===== config.mk =====
export PLATFORM = sky130hd
export DESIGN_NAME = ahb_ap_master
export DESIGN_NICKNAME = d
export VERILOG_FILES = /design/src/rtl/ahb_ap_master.sv
export SDC_FILE = /design/constraint.sdc
export NUM_CORES = 1
export LEC_CHECK = 0
export CORE_ASPECT_RATIO = 0.7
export CORE_MARGIN = 8
export CORE_UTILIZATION = 50
export DETAILED_ROUTE_END_ITERATION = 12
export HOLD_SLACK_MARGIN = 0.12
export MAX_ROUTING_LAYER = met4
export PLACE_DENSITY_LB_ADDON = 0.2
export SLEW_MARGIN = 20
export SYNTH_ARGS = -nofsm -noshare
export SYNTH_HDL_FRONTEND = slang
export SYNTH_SLANG_ARGS = --single-unit

===== constraint.sdc =====
create_clock -name clk -period 9 [get_ports clk]
set_clock_uncertainty 0.15 [all_clocks]
set_input_delay 1.8 -clock clk [delete_from_list [all_inputs] [get_ports clk]]
set_output_delay 1.8 -clock clk [all_outputs]
set_load 0.005 [all_outputs]

===== src/rtl/ahb_ap_master.sv =====
// Command-driven AHB-Lite master access point: pops {cmd,payload} packets, runs single transfers, pushes {err,data}.
// Build option AHB_AP_WRITE_ACK_EN: writes also push an {err,0} acknowledgement.
module ahb_ap_master #(
  parameter int ADDR_W = 32,
  parameter int DATA_W = 32,
  parameter int CMD_W  = 4
) (
  input  logic                    clk,
  input  logic                    rst,
  input  logic                    rempty,
  input  logic [CMD_W+DATA_W-1:0] rdata_fifo1,
  output logic                    rinc,
  input  logic                    wfull,
  output logic [DATA_W:0]         wdata_fifo2,
  output logic                    winc,
  output logic [ADDR_W-1:0]       HADDR,
  output logic                    HWRITE,
  output logic [2:0]              HSIZE,
  output logic [1:0]              HTRANS,
  output logic [DATA_W-1:0]       HWDATA,
  input  logic [DATA_W-1:0]       HRDATA,
  input  logic                    HREADY,
  input  logic                    HRESP,
  output logic                    busy,
  output logic                    err_sticky
);

`ifdef AHB_AP_WRITE_ACK_EN
  localparam bit WR_ACK = 1'b1;
`else
  localparam bit WR_ACK = 1'b0;
`endif

  localparam logic [CMD_W-1:0]  CMD_SET_ADDR = CMD_W'(1);
  localparam logic [CMD_W-1:0]  CMD_SET_CFG  = CMD_W'(2);
  localparam logic [CMD_W-1:0]  CMD_WRITE    = CMD_W'(3);
  localparam logic [CMD_W-1:0]  CMD_READ     = CMD_W'(4);
  localparam logic [CMD_W-1:0]  CMD_CLR_ERR  = CMD_W'(5);
  localparam logic [ADDR_W-1:0] ADDR_ONE     = ADDR_W'(1);

  typedef enum logic [1:0] {S_IDLE, S_ADDR, S_DATA, S_RESP} state_t;

  state_t              state, nxt;
  logic [CMD_W-1:0]    cmd;
  logic [DATA_W-1:0]   payload;
  logic [ADDR_W-1:0]   addr;
  logic [1:0]          size;
  logic                autoinc;
  logic                is_wr;
  logic [DATA_W-1:0]   wdata;
  logic [DATA_W:0]     rd;
  logic                err_q;
  logic [2:0]          amask;
  logic                misalign;
  logic                cfg_bad;

  assign {cmd, payload} = rdata_fifo1;

  always_comb begin
    case (size)
      2'd0:    amask = 3'b000;
      2'd1:    amask = 3'b001;
      2'd2:    amask = 3'b011;
      default: amask = 3'b111;
    endcase
  end

  assign misalign = |(addr[2:0] & amask);
  // a doubleword transfer cannot exist on a 32-bit bus
  assign cfg_bad  = (DATA_W == 32) && (payload[1:0] == 2'b11);

  assign HADDR       = addr;
  assign HWDATA      = wdata;
  assign wdata_fifo2 = rd;
  assign err_sticky  = err_q;

  always_ff @(posedge clk or posedge rst) begin
    if (rst) state <= S_IDLE;
    else     state <= nxt;
  end

  always_comb begin
    nxt = state;
    case (state)
      S_IDLE: if (!rempty) begin
        if (cmd == CMD_WRITE)     nxt = misalign ? (WR_ACK ? S_RESP : S_IDLE) : S_ADDR;
        else if (cmd == CMD_READ) nxt = misalign ? S_RESP : S_ADDR;
      end
      S_ADDR: if (HREADY) nxt = S_DATA;
      S_DATA: if (HREADY) nxt = (is_wr && !WR_ACK) ? S_IDLE : S_RESP;
      S_RESP: if (!wfull) nxt = S_IDLE;
      default: nxt = S_IDLE;
    endcase
  end

  always_comb begin
    rinc   = 1'b0;
    winc   = 1'b0;
    HTRANS = 2'b00;
    HWRITE = 1'b0;
    HSIZE  = 3'b000;
    busy   = 1'b1;
    case (state)
      S_IDLE: begin
        busy = 1'b0;
        rinc = !rempty;
      end
      S_ADDR: begin
        HTRANS = 2'b10;
        HWRITE = is_wr;
        HSIZE  = {1'b0, size};
      end
      // HTRANS stays IDLE here, which also covers both cycles of an ERROR response
      S_DATA: begin
        HWRITE = is_wr;
        HSIZE  = {1'b0, size};
      end
      S_RESP: winc = !wfull;
      default: busy = 1'b1;
    endcase
  end

  always_ff @(posedge clk or posedge rst) begin
    if (rst) begin
      addr    <= '0;
      size    <= 2'd2;
      autoinc <= 1'b0;
      is_wr   <= 1'b0;
      wdata   <= '0;
      rd      <= '0;
      err_q   <= 1'b0;
    end else begin
      case (state)
        S_IDLE: if (!rempty) begin
          case (cmd)
            CMD_SET_ADDR: addr <= payload[ADDR_W-1:0];
            CMD_SET_CFG: begin
              if (cfg_bad) err_q <= 1'b1;
              else begin
                size    <= payload[1:0];
                autoinc <= payload[2];
              end
            end
            CMD_WRITE, CMD_READ: begin
              is_wr <= (cmd == CMD_WRITE);
              if (cmd == CMD_WRITE) wdata <= payload;
              if (misalign) begin
                err_q <= 1'b1;
                rd    <= {1'b1, {DATA_W{1'b0}}};
              end
            end
            CMD_CLR_ERR: err_q <= 1'b0;
            default:     err_q <= 1'b1;
          endcase
        end
        S_DATA: if (HREADY) begin
          rd <= is_wr ? {HRESP, {DATA_W{1'b0}}} : {HRESP, HRDATA};
          if (HRESP)   err_q <= 1'b1;
          // increments on error too; wraps modulo the address width
          if (autoinc) addr  <= addr + (ADDR_ONE << size);
        end
        default: ;
      endcase
    end
  end

endmodule


==> run summary <==
Fmax - 199 MHz
Commonest cells in the netlist - 103 x dfrtp_1, 55 x nand3_1, 46 x inv_1
Die area - 14400 µm²
Crit Path Class - primary input to output port
Status - completed
Hold Fails Final Rpt - 0
Synth Warn # - 0
Int Pwr - 1460 µW
Syn Area/Cell - 9.70 µm²
Most common cell in the netlist - dfrtp_1
Post-route ant nets - 0
Post_cts resized - 0
Initial antenna violation count - 0
Maximum vdd drop - 189 µV
Via count - 5008
Largest net degree at the start of global routing - 67
Fin util - 71.7%
Cell Area, Placed - 7210 µm²
Post-DP HPWL - 11700 µm
Reported max-cap violation count - 0
Synthesized cell area - 5390 µm²
Sw Ratio - 38.3%
# setup viols final - 0
CP Max Fanout - 5
TritonCTS buffer count - 9
Hold WS - 355 ps
Hold buffers post-CTS - 0
Slew Limit Fails - 0
Total Wirelength - 16200 µm
Clk slew on worst S/H paths - 70 ps
Net Sw Power - 910 µW
Worst path arrival time - 3070 ps
Reg area - 2600 µm²
Crit start category - primary input
Rel. slew slack - 29.6%
I/O Buffers - 178
Die Width - 140 µm
Final period utilization - 55.8%
Most used DFF post-synth - dfrtp_1
First-pass GRT wire length - 26100 µm
# IOs - 181
Nets - 798
Async SR Flop Fraction - 100%
DRT Pass-1 Iters - 5
Antenna Diode Count - 0
Share of post-route cells with drive strength above 1 - 8.90%
Power per Cell Area - 317 nW/µm²
Slew of the pin with the lowest slew margin - 1060 ps
Tot GR Track Use - 23.2%
Clock Tree Root - clkbuf_16
Num rows - 31
Clock tree buffer depth - 2
CTS tree - built
Fill cells - 757
Share of the synthesized area in the top cell type - 47.8%
Worst setup EP type - output port
Initial Util - 51.7%
Total global routing overflow - 0
Worst Hold Class - register to register
Logic pwr share - 49.3%
Clk sinks - 104
Die H - 103 µm
Unrepaired setup endpoints after global routing - no
Setup Buffers After CTS - 0
Largest area contributor in the netlist - dfrtp_1
Placer Congestion - 0.867
Sequential power share - 35.5%
Worst skew pair latency - 340 ps
Post-Layout Inst Area - 7480 µm²
Total core area - 10400 µm²
Footprint of the multi-input gates - 2450 µm²
Vias per Instance - 5.88
Seq/Total Area, Yosys - 48.3%
Post-synth EDFFs - 0
Initial drt markers - 349
Yosys reg bits - 104
Clk pwr share - 15.2%
Setup TNS - 0 ps
Layout area overhead - 38.7%
Vias in the first global route - 5153
H-Tree Depth - 3
Post-route minimum period - 5020 ps
Critical Path RT - 7050 ps
Post-synth cell types - 60
Leak - 0.00308 µW
Synth top area cells - dfrtp_1 48%, mux2_2 7.7%, nand3_1 5.1%
Post-Synthesis Cells - 556
Routed WL per cell - 19.1 µm
# DRC - 0
[critical path, cell delays in order]
cell and delay, ps:
clkdlybuf4s50_1 470, nor2_1 230, clkdlybuf4s50_1 570
[sequential cells by signal (all words and copies together), names as in the netlist]
register     count
state            2
autoinc          1
is_wr            1
wdata_fifo2     33
size             2
HWDATA          32
HADDR           32
err_sticky       1
[worst paths after layout]
kind | startpoint | to | slack (ps) | depth (start not counted)
min in group asynchronous | rst | wdata_fifo2[22] | 1720 | 2
max | rempty | rinc | 3980 | 3
max in group asynchronous | rst | HADDR[23] | 5840 | 3
min reg2reg | HWDATA[25] | HWDATA[25] | 360 | 1
max reg2reg | state[0] | HADDR[25] | 5640 | 7
min | HWDATA[25] | HWDATA[25] | 360 | 1
[cell usage in the layout (no fill, tap or decap), drive strengths merged, types with 3 or more instances in the layout]
cell             n
ha               9
and2             8
clkinvlp         3
a21oi           28
nor2            24
a211oi           9
o211a            4
nand4           12
nor3             9
o211ai           5
dfrtp          103
clkdlybuf4s50  178
inv             46
and3             3
or3              3
buf              5
o32ai            3
nand2           30
nor2b            6
nor4            10
clkbuf          12
a311oi           7
o21bai           6
o22ai            7
nand3           55
mux2            37
o21ai           49
a2bb2oi          6
a31oi            4
mux2i            3
[layout make-up]
class	count	area share, %
clock buffers	12	3.16
clock inverters	4	0.418
inverters	46	2.34
multi-input cells	370	32.7
flip-flops and latches	104	34.8
well taps	132	2.21
repair buffers	183	24.3
[power by group through the flow]
stage | sequential [µW] | clock, µW | combinational, µW
6_report | 842 | 361 | 1170
5_1_grt | 871 | 387 | 1280
4_1_cts | 837 | 369 | 1180
3_5_place_dp | 841 | 0 | 1160
3_3_place_gp | 827 | 0 | 1130
2_1_floorplan | 819 | 0 | 593
[per-stage QoR]
stage	setup WS, ps	instances	total power, µW
detailed placement	3980	835	2000
floorplan	4320	557	1410
finish	3980	851	2370
global route	3920	851	2540
CTS	3980	851	2380
global placement	4000	835	1960
[kinds of logic (layout without fill, tap and decap cells)]
logic type | Yosys count | in the layout | share of synthesized area (%)
flops | 104 | 104 | 48.3
simple gates | 170 | 170 | 16.1
mux | 40 | 40 | 8.28
other cells | 1 | 2 | 0.0695
compound gates | 146 | 146 | 17.7
xor+xnor | 2 | 2 | 0.325
buf+inv | 83 | 245 | 6.68
fa+ha+maj | 10 | 10 | 2.46
[per-layer routing]
metal | routed length [µm] | track usage, % | vias up | part of all wire (%)
met4 | 200 | 6.06 | 0 | 1.2
met5 | 0 | - | - | 0
met2 | 7560 | 36.2 | 220 | 47
met1 | 7290 | 29.3 | 2433 | 45
li1 | - | - | 2333 | -
met3 | 1200 | 6.71 | 22 | 7.4
No activity file was read; power rests on OpenSTA's default activity.
